--- config.mk ---
export PLATFORM = sky130hd
export DESIGN_NAME = mem_stage
export DESIGN_NICKNAME = d
export VERILOG_FILES = /design/src/rtl/mem_stage_pkg.sv /design/src/rtl/ms_load_align.sv /design/src/rtl/mem_stage.sv
export SDC_FILE = /design/constraint.sdc
export NUM_CORES = 1
export LEC_CHECK = 0
export BUFFER_PORTS_ARGS = -buffer_cell sky130_fd_sc_hd__buf_2
export CORE_MARGIN = 8
export CORE_UTILIZATION = 25
export DETAILED_ROUTE_END_ITERATION = 8
export PLACE_DENSITY_LB_ADDON = 0.05
export SLEW_MARGIN = 20
export SYNTH_ARGS = -nofsm -noshare
export SYNTH_HDL_FRONTEND = slang
export SYNTH_SLANG_ARGS = --single-unit
--- constraint.sdc ---
create_clock -name clk -period 3.2 [get_ports clk]
set_input_delay 0.48 -clock clk [delete_from_list [all_inputs] [get_ports clk]]
set_output_delay 0.48 -clock clk [all_outputs]
set_load 0.01 [all_outputs]
--- src/rtl/mem_stage_pkg.sv ---
// Shared widths, load-type codes and the EX->MS payload layout for the memory stage.
// Optional misaligned-load detection is enabled by defining MS_ADEL_CHECK_EN.
package mem_stage_pkg;

    localparam int ES_TO_MS_BUS_WD = 77;
    localparam int MS_TO_WS_BUS_WD = 70;
    localparam int MS_FW_WD        = 38;

    // Codes 5..7 are not listed and fall back to a plain word load.
    typedef enum logic [2:0] {
        LD_LW  = 3'd0,
        LD_LB  = 3'd1,
        LD_LBU = 3'd2,
        LD_LH  = 3'd3,
        LD_LHU = 3'd4
    } ld_type_e;

    typedef struct packed {
        logic [2:0]  ld_type;
        logic [1:0]  addr_lo;
        logic        dest_valid;
        logic        res_from_mem;
        logic        gr_we;
        logic [4:0]  dest;
        logic [31:0] result;
        logic [31:0] pc;
    } es_to_ms_t;

endpackage

--- src/rtl/ms_load_align.sv ---
// Combinational sub-word load alignment: picks the addressed byte/halfword out of
// the read word and sign- or zero-extends it according to the load type.
module ms_load_align
    import mem_stage_pkg::*;
(
    input  logic [2:0]  i_ld_type,
    input  logic [1:0]  i_addr_lo,
    input  logic [31:0] i_rdata,
    output logic [31:0] o_load_data
);

    logic [7:0]  w_byte;
    logic [15:0] w_half;

    always_comb begin
        w_byte = i_rdata[7:0];
        case (i_addr_lo)
            2'd0: w_byte = i_rdata[7:0];
            2'd1: w_byte = i_rdata[15:8];
            2'd2: w_byte = i_rdata[23:16];
            2'd3: w_byte = i_rdata[31:24];
            default: w_byte = i_rdata[7:0];
        endcase
    end

    // Halfword selection deliberately ignores addr_lo[0].
    assign w_half = i_addr_lo[1] ? i_rdata[31:16] : i_rdata[15:0];

    always_comb begin
        o_load_data = i_rdata;
        case (i_ld_type)
            LD_LB:   o_load_data = {{24{w_byte[7]}}, w_byte};
            LD_LBU:  o_load_data = {24'd0, w_byte};
            LD_LH:   o_load_data = {{16{w_half[15]}}, w_half};
            LD_LHU:  o_load_data = {16'd0, w_half};
            default: o_load_data = i_rdata;
        endcase
    end

endmodule

--- src/rtl/mem_stage.sv ---
// MIPS memory stage: registers the EX payload, captures SRAM read data across WS stalls,
// aligns loads and drives the WS and forwarding buses. Optional macro: MS_ADEL_CHECK_EN.
module mem_stage
    import mem_stage_pkg::*;
(
    input  logic                       clk,
    input  logic                       reset,
    input  logic                       ws_allowin,
    output logic                       ms_allowin,
    input  logic                       es_to_ms_valid,
    input  logic [ES_TO_MS_BUS_WD-1:0] es_to_ms_bus,
    output logic                       ms_to_ws_valid,
    output logic [MS_TO_WS_BUS_WD-1:0] ms_to_ws_bus,
    input  logic [31:0]                data_sram_rdata,
    output logic [MS_FW_WD-1:0]        ms_to_ds_fw,
    output logic                       ms_adel
);

    logic        r_ms_valid;
    logic        r_ms_first;
    logic        r_rdata_buf_valid;
    logic [31:0] r_rdata_buf;
    es_to_ms_t   r_es_bus;

    logic        w_ms_ready_go;
    logic        w_accept;
    logic        w_leave;
    logic        w_capture;
    logic [31:0] w_rdata_sel;
    logic [31:0] w_load_data;
    logic [31:0] w_final_result;
    logic        w_adel;
    logic        w_gr_we;
    logic        w_fw_valid;

    assign w_ms_ready_go  = 1'b1;
    assign ms_allowin     = !r_ms_valid || (w_ms_ready_go && ws_allowin);
    assign ms_to_ws_valid = r_ms_valid && w_ms_ready_go;
    assign w_accept       = es_to_ms_valid && ms_allowin;
    assign w_leave        = r_ms_valid && ws_allowin;
    // SRAM data is only valid in the first MS cycle, so grab it if WS stalls us there.
    assign w_capture      = r_ms_valid && r_ms_first && !ws_allowin;

    always_ff @(posedge clk or negedge reset) begin
        if (!reset) begin
            r_ms_valid        <= 1'b0;
            r_ms_first        <= 1'b0;
            r_rdata_buf_valid <= 1'b0;
        end else begin
            if (ms_allowin) begin
                r_ms_valid <= es_to_ms_valid;
            end
            r_ms_first <= w_accept;
            if (w_leave || w_accept) begin
                r_rdata_buf_valid <= 1'b0;
            end else if (w_capture) begin
                r_rdata_buf_valid <= 1'b1;
            end
        end
    end

    always_ff @(posedge clk) begin
        if (w_accept) begin
            r_es_bus <= es_to_ms_bus;
        end
        if (w_capture) begin
            r_rdata_buf <= data_sram_rdata;
        end
    end

    assign w_rdata_sel = r_rdata_buf_valid ? r_rdata_buf : data_sram_rdata;

    ms_load_align u_load_align (
        .i_ld_type   (r_es_bus.ld_type),
        .i_addr_lo   (r_es_bus.addr_lo),
        .i_rdata     (w_rdata_sel),
        .o_load_data (w_load_data)
    );

    assign w_final_result = r_es_bus.res_from_mem ? w_load_data : r_es_bus.result;

`ifdef MS_ADEL_CHECK_EN
    // Only exact LW is word-alignment checked; codes 5..7 pass through unflagged.
    assign w_adel = r_ms_valid && r_es_bus.res_from_mem &&
                    ((((r_es_bus.ld_type == LD_LH) || (r_es_bus.ld_type == LD_LHU)) && r_es_bus.addr_lo[0]) ||
                     ((r_es_bus.ld_type == LD_LW) && (r_es_bus.addr_lo != 2'd0)));
`else
    assign w_adel = 1'b0;
`endif

    assign ms_adel     = w_adel;
    assign w_gr_we     = r_es_bus.gr_we && !w_adel;
    assign w_fw_valid  = r_ms_valid && r_es_bus.dest_valid && !w_adel;

    assign ms_to_ws_bus = {w_gr_we, r_es_bus.dest, w_final_result, r_es_bus.pc};
    assign ms_to_ds_fw  = {w_fw_valid, r_es_bus.dest, w_final_result};

endmodule

==> results of run 1 <==
through the flow:
stage | power, mW | worst slack (ps) | utilization [%]
global placement | 2.36 | 476 | 29.7
detailed placement | 2.36 | 462 | 29.7
CTS | 3.53 | 115 | 31.1
floorplan | 2.16 | 213 | -
finish | 3.45 | 202 | 31.1
global route | 3.63 | 21.7 | 31.1
cell usage in the layout, fill, tap and decap left out, drive strengths merged, types with 2 or more instances in the layout:
cell and count:
nor2b 2, mux2i 18, nand2 15, inv 12, edfxtp 109, or3b 2
o221a 6, xnor2 2, nand3b 7, nor2 36, a31oi 14, a41oi 3
nand2b 3, mux2 16, buf 232, a21oi 6, dfrtp 3, clkinv 5
o22a 16, nand3 3, and2 3, clkbuf 9, o21ai 9, o211ai 9
synth_stat cells, drive strengths merged, types with 7 or more instances:
library cell,count
a31oi,14
buf,81
clkbuf,13
edfxtp,109
mux2,16
mux2i,18
nand2,15
nand3b,7
nor2,36
o211ai,9
o21ai,9
o22a,16
routing by layer:
| metal | vias up | global-route usage (%) |
|---|---|---|
| met5 | - | 0 |
| met3 | 18 | 5.11 |
| met2 | 144 | 19.0 |
| met1 | 1666 | 15.5 |
| met4 | 10 | 3.03 |
| li1 | 1718 | - |
flip-flops by register name (all words and copies together), names as in the netlist:
register and flops:
ms_to_ws_bus 32, ms_to_ds_fw 5, ms_to_ws_valid 1, r_ms_first 1, w_gr_we 1, r_rdata_buf 32
r_es_bus 39, r_rdata_buf_valid 1
cells by family after synthesis:
logic type	synth area share [%]
other	0.0702
AND/OR/NAND/NOR	6.56
flip-flops	62.7
AO/OA/AOI/OAI	9.89
multiplexers	7.17
XOR/XNOR	0.492
buffers and inverters	13.1
what timing repair did:
action	CTS	global route
setup endpoints to repair	0	5
gates resized for setup	0	1
endpoints found under the hold margin	3	0
hold buffers	1	0
final cells by class:
type                    count  area, sq um
repair buffers            233         1210
clock inverters             6         57.6
clock buffers               9          225
flip-flops and latches    112         3350
fillers                  2204        14500
multi-input cells         183         1310
diodes                      1         2.50
inverters                  11         41.3
well taps                 275          344
path summary, 6_finish.rpt:
path                                     end              from  slack [ps]
setup reg to reg                r_es_bus[43]    ms_to_ws_valid        1370
min in group asynchronous     ms_to_ws_valid             reset         440
max in group asynchronous  r_rdata_buf_valid             reset        2640
hold reg to reg               ms_to_ws_valid    ms_to_ws_valid         700
setup / recovery            ms_to_ws_bus[38]      r_es_bus[75]         200
hold / removal               ms_to_ds_fw[36]  es_to_ms_bus[68]         290
power by group through the flow:
stage / Sequential (mW) / Clock, mW / Combinational [mW]
floorplan: 1.75 / 0 / 0.408
global placement: 1.75 / 0 / 0.610
detailed placement: 1.75 / 0 / 0.610
CTS: 1.72 / 1.20 / 0.612
global route: 1.73 / 1.24 / 0.656
finish: 1.72 / 1.14 / 0.594
==> impl_metrics.json, run 1 <==
{
  "status": "complete, no violations",
  "worst_r2r_path_depth": 3,
  "finalNetCount": 663,
  "fin_crit_sh_pct": 93.7,
  "slowest_stage": "xnor2_1",
  "first_pass_iters": 6,
  "yosysSeqAreaShare_pct": 62.7,
  "worstPathCellList": "nor2_1 -> xnor2_1 -> o21ai_0 -> a41oi_1 -> buf_2",
  "cp.required_ps": 2720,
  "holdWs_ps": 287,
  "yosys_warnings": 0,
  "path_buf_inv": 1,
  "cts_tree": "built",
  "cp-start-kind": "flip-flop",
  "max-vdd-ir-drop_v": 0.000311,
  "dominantRegCellSynth": "edfxtp_1",
  "synth.distinct_cells": 43,
  "syn-cell-area_sq_um": 5340,
  "synth_nets": 513,
  "die_y_microns": 162,
  "clockBufferDepth": 2,
  "end_kind": "output port",
  "fp.dieW_microns": 162,
  "synth-edff-count": 109,
  "drc": 0,
  "comb_power_share_pct": 17.2,
  "p_switching_uw": 961,
  "numCtsBuffers": 9,
  "std_cell_rows": 53,
  "clk_pin_slew_ps": 80,
  "post-route-min-period_ps": 3000,
  "grt_pass1_vias": 3934,
  "wl_met3_microns": 1370,
  "hold_viol_final": 0,
  "final_cells": 830,
  "grt_pass1_wl_microns": 24100,
  "synth_top_area_share_pct": 61.3,
  "grt_overflow_total": 0,
  "switching_share_pct": 27.9,
  "initial_utilization_pct": 25.4,
  "worst_pin_slew_ps": 1050,
  "cp.depth": 5,
  "portBuffers": 222,
  "place_area_sq_um": 6240,
  "highest_layer": "met5",
  "dp.cells": 813,
  "seqPwrFrac_pct": 49.8,
  "synth_seq_cells": 112,
  "rsz0062_at_grt": "no",
  "wl_met2_microns": 7250,
  "synth_largest_area_cell": "edfxtp_1",
  "fmax_ghz": 0.334,
  "avgSynthCellArea_sq_um": 13.4,
  "synth_area_leaders": "edfxtp_1, buf_4, mux2i_1",
  "ios": 224,
  "place.gp.congestion": 0.725,
  "async_flop_share_pct": 2.68,
  "cts_root_buf": "clkbuf_16",
  "htreeDepth": 3,
  "cpPeakStageDelay_ps": 800,
  "powerDensity_nw_per_um2": 527,
  "antenna_found_initial": 6,
  "max-cap-violations": 0,
  "routed_wl_microns": 16200,
  "cts_setup_buffers": 0,
  "clock_latency_ps": 360,
  "critical_path.top_delay_family": "XOR/XNOR gates",
  "cts.sink_count": 112,
  "worst-path-max-fanout": 11,
  "clockPowerShare_pct": 32.9,
  "wire_per_inst_microns": 19.6,
  "synthCells": 400,
  "grt_max_degree": 43,
  "drive_above_1_share_pct": 48.7,
  "path_class": "reg -> out",
  "core_sq_um": 21000,
  "min_path_cells": 1,
  "via_per_inst": 4.28,
  "dieArea_sq_um": 26300,
  "design_area_sq_um": 6540,
  "p_int_mw": 2.49,
  "fin_tns_setup_ps": 0,
  "ant_nets": 0,
  "slew_headroom_pct": 29.9,
  "met1_length_microns": 7390,
  "fin_skew_ps": 10.7,
  "crit_arrival_ps": 2520,
  "dp_hpwl_microns": 12400,
  "gr-usage-all-layers_pct": 12.3,
  "p_leak_nw": 2.59,
  "syn_to_final_growth_pct": 22.5,
  "final-setup-viol-count": 0,
  "slew_violations": 0,
  "dr_total_vias": 3556,
  "first_iter_violations": 176,
  "hp-class": "in -> reg"
}
Note: power is estimated with default switching activity, not from simulation.
==> run 2: changes to the inputs <==
--- a/config.mk
+++ b/config.mk
@@ -10,6 +10,7 @@
 export CORE_UTILIZATION = 25
 export DETAILED_ROUTE_END_ITERATION = 8
 export PLACE_DENSITY_LB_ADDON = 0.05
+export RECOVER_POWER = 100
 export SLEW_MARGIN = 20
 export SYNTH_ARGS = -nofsm -noshare
 export SYNTH_HDL_FRONTEND = slang
==> run 2 against run 1 <==
Compared with the run above:
- the flow now finishes with violations (max-capacitance violations, max-slew violations)
- register-to-register slack lost 990 ps
- non-clock buffer count is the same
- combinational power shrank 5.2%
- clock-buffer cell count is the same
- global-route usage is the same
- core utilization shrank 0.77 points
- sequential cell count is the same
- die area is the same
- sequential share of layout area grew 1.3 points
- final cell count shrank 0.12%
- via count is essentially flat
- clock power is essentially flat
- critical path type unchanged
- largest cell class unchanged
- largest power group unchanged
==> impl_metrics.json, run 2 (same netlist as run 1, synthesis figures left out) <==
{
  "cts_tree": "built",
  "grt_pass1_vias": 3934,
  "finalNetCount": 663,
  "cp.required_ps": 2720,
  "fin_tns_setup_ps": 0,
  "clock_latency_ps": 360,
  "layout_commonest_cell": "clkbuf_1",
  "n_antenna_cell": 0,
  "crit_arrival_ps": 2520,
  "largest_reg_flops": 39,
  "fill_cells": 2252,
  "drive_above_1_share_pct": 26.9,
  "gr-usage-all-layers_pct": 12.3,
  "clk_pin_slew_ps": 80,
  "final_cells": 829,
  "cp-start-kind": "flip-flop",
  "fin_ws_ps": 201,
  "slew_headroom_pct": -41.3,
  "routed_wl_microns": 16300,
  "portBuffers": 222,
  "slew_violations": 74,
  "layout_common_cells": "clkbuf_1, edfxtp_1, buf_2",
  "fmax_ghz": 0.333,
  "p_leak_nw": 2.26,
  "cts_root_buf": "clkbuf_16",
  "initial_utilization_pct": 25.4,
  "path_class": "reg -> out",
  "hold_viol_final": 0,
  "std_cell_rows": 53,
  "rsz0062_at_grt": "no",
  "place.gp.congestion": 0.725,
  "post-route-min-period_ps": 3000,
  "worst_pin_slew_ps": 2120,
  "dr_total_vias": 3554,
  "powerDensity_nw_per_um2": 536,
  "grt_max_degree": 43,
  "largest_register": "r_es_bus",
  "antenna_found_initial": 5,
  "ios": 224,
  "hp-class": "in -> reg",
  "fin_skew_ps": 10.1,
  "grt_overflow_total": 0,
  "fin_crit_sh_pct": 93.7,
  "max-cap-violations": 2,
  "first_iter_violations": 177,
  "fp.dieW_microns": 162,
  "wire_per_inst_microns": 19.6,
  "final-setup-viol-count": 0,
  "end_kind": "output port",
  "dieArea_sq_um": 26300,
  "dp_hpwl_microns": 12400,
  "clockBufferDepth": 2,
  "grt_pass1_wl_microns": 24100,
  "core_sq_um": 21000,
  "pre_cts_ws_ps": 462,
  "via_per_inst": 4.29,
  "syn_to_final_growth_pct": 19.5,
  "ant_nets": 0,
  "cts.sink_count": 112,
  "violations": "max-capacitance violations, max-slew violations",
  "worst-path-max-fanout": 16,
  "status": "finished, violations left",
  "drc": 0,
  "numCtsBuffers": 9,
  "htreeDepth": 3,
  "die_y_microns": 162,
  "first_pass_iters": 4,
  "p_total_mw": 3.42,
  "holdWs_ps": 289,
  "dp.cells": 813,
  "max-vdd-ir-drop_v": 0.000309,
  "cts_setup_buffers": 0,
  "reg2reg_slack_ps": 380
}
==> run 2: changes by cell type in the layout (fill, tap and decap cells not counted) <==
cell	before	now
clkbuf_2	0	8
buf_2	222	97
buf_4	9	6
o21ai_1	4	1
and2_0	0	1
o21ai_0	5	8
clkbuf_1	0	120
diode_2	1	0
and2_4	1	0
==> run 2: power breakdown <==
part	leakage [nW]	switching (mW)	total (mW)	internal, mW
logic	1.06	0.352	0.563	0.211
registers	1.06	0.0258	1.72	1.70
clock network	0.141	0.587	1.14	0.549
==> run 2: cell type report <==
type | instances | area (sq um) | share of cell area [%]
sequential | 112 | 3350 | 52.5
multi-input combinational | 183 | 1310 | 20.6
timing repair buffer | 233 | 1050 | 16.5
tap | 275 | 344 | 5.39
clock buffer | 9 | 225 | 3.53
clock inverter | 6 | 57.6 | 0.902
inverter | 11 | 41.3 | 0.647
==> run 2: what timing repair did <==
action	in CTS	in global routing
gates resized for setup	0	1
endpoints found under the setup margin	0	5
hold buffers	1	0
endpoints found under the hold margin	3	0
==> run 2: per-layer routing <==
layer	vias up	GRT usage, %	part of all wire (%)
met5	-	0	0.34
met2	139	19.0	45
li1	1714	-	-
met4	10	3.03	0.94
met1	1674	15.5	46
met3	17	5.11	8.3
==> run 2: final timing paths <==
path                             startpoint           endpoint  cells after the start
setup / recovery               r_es_bus[72]    ms_to_ds_fw[24]                      5
min in group asynchronous             reset     ms_to_ws_valid                      2
hold reg to reg              ms_to_ws_valid     ms_to_ws_valid                      2
setup reg to reg             ms_to_ws_valid       r_es_bus[72]                      3
hold / removal             es_to_ms_bus[68]    ms_to_ds_fw[36]                      1
max in group asynchronous             reset  r_rdata_buf_valid                      2
==> run 2: critical path, cell delays in order, from the launching register on <==
cell      delay (ps)
edfxtp_1         600
mux2_2           390
o32a_1           220
a311o_2          540
o22a_1           270
clkbuf_1         140
==> run 2: per-stage QoR <==
stage	util [%]	area (sq um)
floorplan	-	5340
global placement	29.7	6240
detailed placement	29.7	6240
CTS	31.1	6540
global route	30.3	6380
finish	30.3	6380
==> run 3: changes to the inputs <==
--- a/config.mk
+++ b/config.mk
@@ -14,4 +14,5 @@
 export SLEW_MARGIN = 20
 export SYNTH_ARGS = -nofsm -noshare
 export SYNTH_HDL_FRONTEND = slang
+export SYNTH_HIERARCHICAL = 1
 export SYNTH_SLANG_ARGS = --single-unit
==> run 3 against run 2 <==
Compared with the run above:
- clock-buffer cell count is 1 higher
- die area grew 9.8%
- synthesized cell count shrank 8.0%
- worst setup slack worse by 330 ps
- critical endpoint is now ms_to_ds_fw[11]
- hold slack worse by 8.9 ps
- routed wire length increased by 4.9%
- clock power is 4% higher
- fmax shrank 10%
- clock skew decreased by 2.4 ps
- final cell count up 4.2%
- the run ends with max-capacitance violations, max-slew violations, negative setup slack left
- critical path depth increased by 3
- design area rose by 15%
- highest routed layer unchanged
==> impl_metrics.json, run 3 <==
{
  "synth_top_area_share_pct": 55.3,
  "switching_share_pct": 27.6,
  "wire_per_inst_microns": 19.8,
  "clockBufferDepth": 2,
  "routed_wl_microns": 17100,
  "powerDensity_nw_per_um2": 509,
  "final-setup-viol-count": 62,
  "synth.distinct_cells": 41,
  "p_switching_mw": 1.03,
  "holdCritStartpoint": "es_to_ms_bus[30]",
  "ys_top_cells_by_count": "edfxtp_1, buf_4, mux2_4",
  "hp-class": "in -> reg",
  "p_leak_nw": 3.03,
  "place_area_sq_um": 6790,
  "cts.sink_count": 112,
  "fin_skew_ps": 7.66,
  "avgSynthCellArea_sq_um": 16.1,
  "seqPwrFrac_pct": 46.1,
  "post-route-min-period_ps": 3330,
  "fin_ws_ps": -133,
  "synth-edff-count": 109,
  "whs_endpoint": "ms_to_ws_bus[30]",
  "initial_utilization_pct": 25.3,
  "async_flop_share_pct": 2.68,
  "p_total_mw": 3.74,
  "max-cap-violations": 2,
  "multi_input_area_sq_um": 1830,
  "largest_register": "r_es_bus",
  "std_cell_rows": 56,
  "synth_seq_cells": 112,
  "yosysSeqAreaShare_pct": 56.5,
  "gr-usage-all-layers_pct": 11.5,
  "ant_nets": 0,
  "die_y_microns": 170,
  "path_class": "reg -> out",
  "dr_total_vias": 3561,
  "dp.cells": 825,
  "syn-cell-area_sq_um": 5920,
  "status": "finished, violations left",
  "reg2reg_slack_ps": 360,
  "layout_common_cells": "buf_2, edfxtp_1, clkbuf_1",
  "cp.required_ps": 2720,
  "comb_power_share_pct": 22.5,
  "antenna_found_initial": 1,
  "pre_cts_ws_ps": 190,
  "grt_max_degree": 56,
  "synth_area_leaders": "edfxtp_1, mux2_4, buf_4",
  "utilization_pct": 31.4,
  "clockPowerShare_pct": 31.4,
  "grt_pass1_wl_microns": 24200,
  "final_cells": 864,
  "min_path_cells": 1,
  "first_pass_iters": 4,
  "fmax_ghz": 0.300,
  "fill_cells": 2436,
  "cp-start-kind": "flip-flop",
  "synth_nets": 481,
  "largest_reg_flops": 39,
  "fp.dieW_microns": 170,
  "synthCells": 368,
  "yosys_warnings": 6,
  "max-vdd-ir-drop_v": 0.000223,
  "slew_violations": 58,
  "p_int_mw": 2.71,
  "grt_pass1_vias": 3861,
  "r2r-start": "ms_to_ws_valid",
  "worstReg2RegEnd": "r_es_bus[76]",
  "dieArea_sq_um": 28900,
  "ios": 224,
  "end_kind": "output port",
  "rsz0062_at_grt": "yes",
  "hold_viol_final": 0,
  "grt_overflow_total": 0,
  "crit_arrival_ps": 2850,
  "cts_tree": "built",
  "first_iter_violations": 157,
  "design_area_sq_um": 7340,
  "fin_crit_sh_pct": 104,
  "worst-path-max-fanout": 6,
  "synthMostInstantiatedCell": "edfxtp_1",
  "n_antenna_cell": 0,
  "via_per_inst": 4.12,
  "drc": 0,
  "drive_above_1_share_pct": 50.8,
  "layout_commonest_cell": "buf_2",
  "finalNetCount": 653,
  "slew_headroom_pct": -34.4,
  "seqCellArea_sq_um": 3350,
  "clock_latency_ps": 360,
  "syn_to_final_growth_pct": 24.0,
  "synth_largest_area_cell": "edfxtp_1",
  "worst_pin_slew_ps": 2020,
  "htreeDepth": 3,
  "worst_r2r_path_depth": 3,
  "dp_hpwl_microns": 12800,
  "cts_root_buf": "clkbuf_16",
  "clk_pin_slew_ps": 80,
  "dominantRegCellSynth": "edfxtp_1",
  "numCtsBuffers": 9,
  "portBuffers": 222,
  "core_sq_um": 23400,
  "violations": "max-capacitance violations, max-slew violations, negative setup slack",
  "place.gp.congestion": 0.770
}
## run 3: how the worst max path moves through the flow
stage	depth (start not counted)	end	slack, ps	from
after floorplan	2	ms_to_ds_fw[32]	250	ws_allowin
final	8	ms_to_ds_fw[11]	-130	r_rdata_buf_valid
after global placement	8	ms_to_ws_bus[45]	210	data_sram_rdata[31]
after detailed placement	8	ms_to_ws_bus[45]	190	r_rdata_buf_valid
after global routing	8	ms_to_ws_bus[43]	-210	r_rdata_buf_valid
after CTS	8	ms_to_ws_bus[45]	-160	r_rdata_buf_valid
## run 3: logic make-up after synthesis
group | synth area share [%]
and+or+nand+nor | 3.17
buffers and inverters | 13.1
other | 0.0633
DFF | 56.5
AOI/OAI and AO/OA | 7.39
xor gates and xnor gates | 0.423
muxes | 19.3
## run 3: routing by layer
metal | vias up | wire length (microns) | GRT usage [%]
li1 | 1687 | - | -
met1 | 1703 | 7320 | 13.6
met2 | 153 | 8100 | 18.5
met3 | 16 | 1340 | 4.54
met4 | 2 | 286 | 4.39
met5 | - | 14 | 0
## run 3: area by class of cell
class / count / share of cell area, %
Multi-Input combinational cell: 160 / 24.9
Tap cell: 319 / 5.43
Inverter: 1 / 0.0511
Clock inverter: 6 / 0.852
Timing Repair Buffer: 256 / 19.9
Sequential cell: 112 / 45.6
Clock buffer: 10 / 3.25
## run 3: critical path, stage by stage (launching register included)
cell	delay, ps
dfrtp_2	460
buf_4	160
mux2_4	310
mux4_2	530
nand4b_4	200
o21ai_1	90
a221o_1	310
mux2_4	280
buf_2	140
## run 3: timing repair
| item | CTS | global route |
|---|---|---|
| hold endpoints to repair | 3 | 0 |
| buffers inserted | 10 | 10 |
| hold buffers | 1 | 0 |
| gates resized for setup | 29 | 2 |
| endpoints found under the setup margin | 64 | 64 |
| gates cloned | 2 | 0 |
| pin swaps | 1 | 0 |
## run 3: power by group through the flow
stage                     clock (mW)  combinational, mW  sequential [mW]
after CTS                       1.25              0.853             1.72
after global placement             0              0.771             1.76
after floorplan                    0              0.571             1.75
after global routing            1.29              0.905             1.73
final                           1.18              0.841             1.72
after detailed placement           0              0.771             1.76
## run 3: per-stage QoR
step           hold WS [ps]  setup TNS [ps]
4_1_cts                 257           -7100
6_report                280           -5150
5_1_grt                 253          -11200
3_3_place_gp            288               0
2_1_floorplan           184               0
3_5_place_dp            285               0
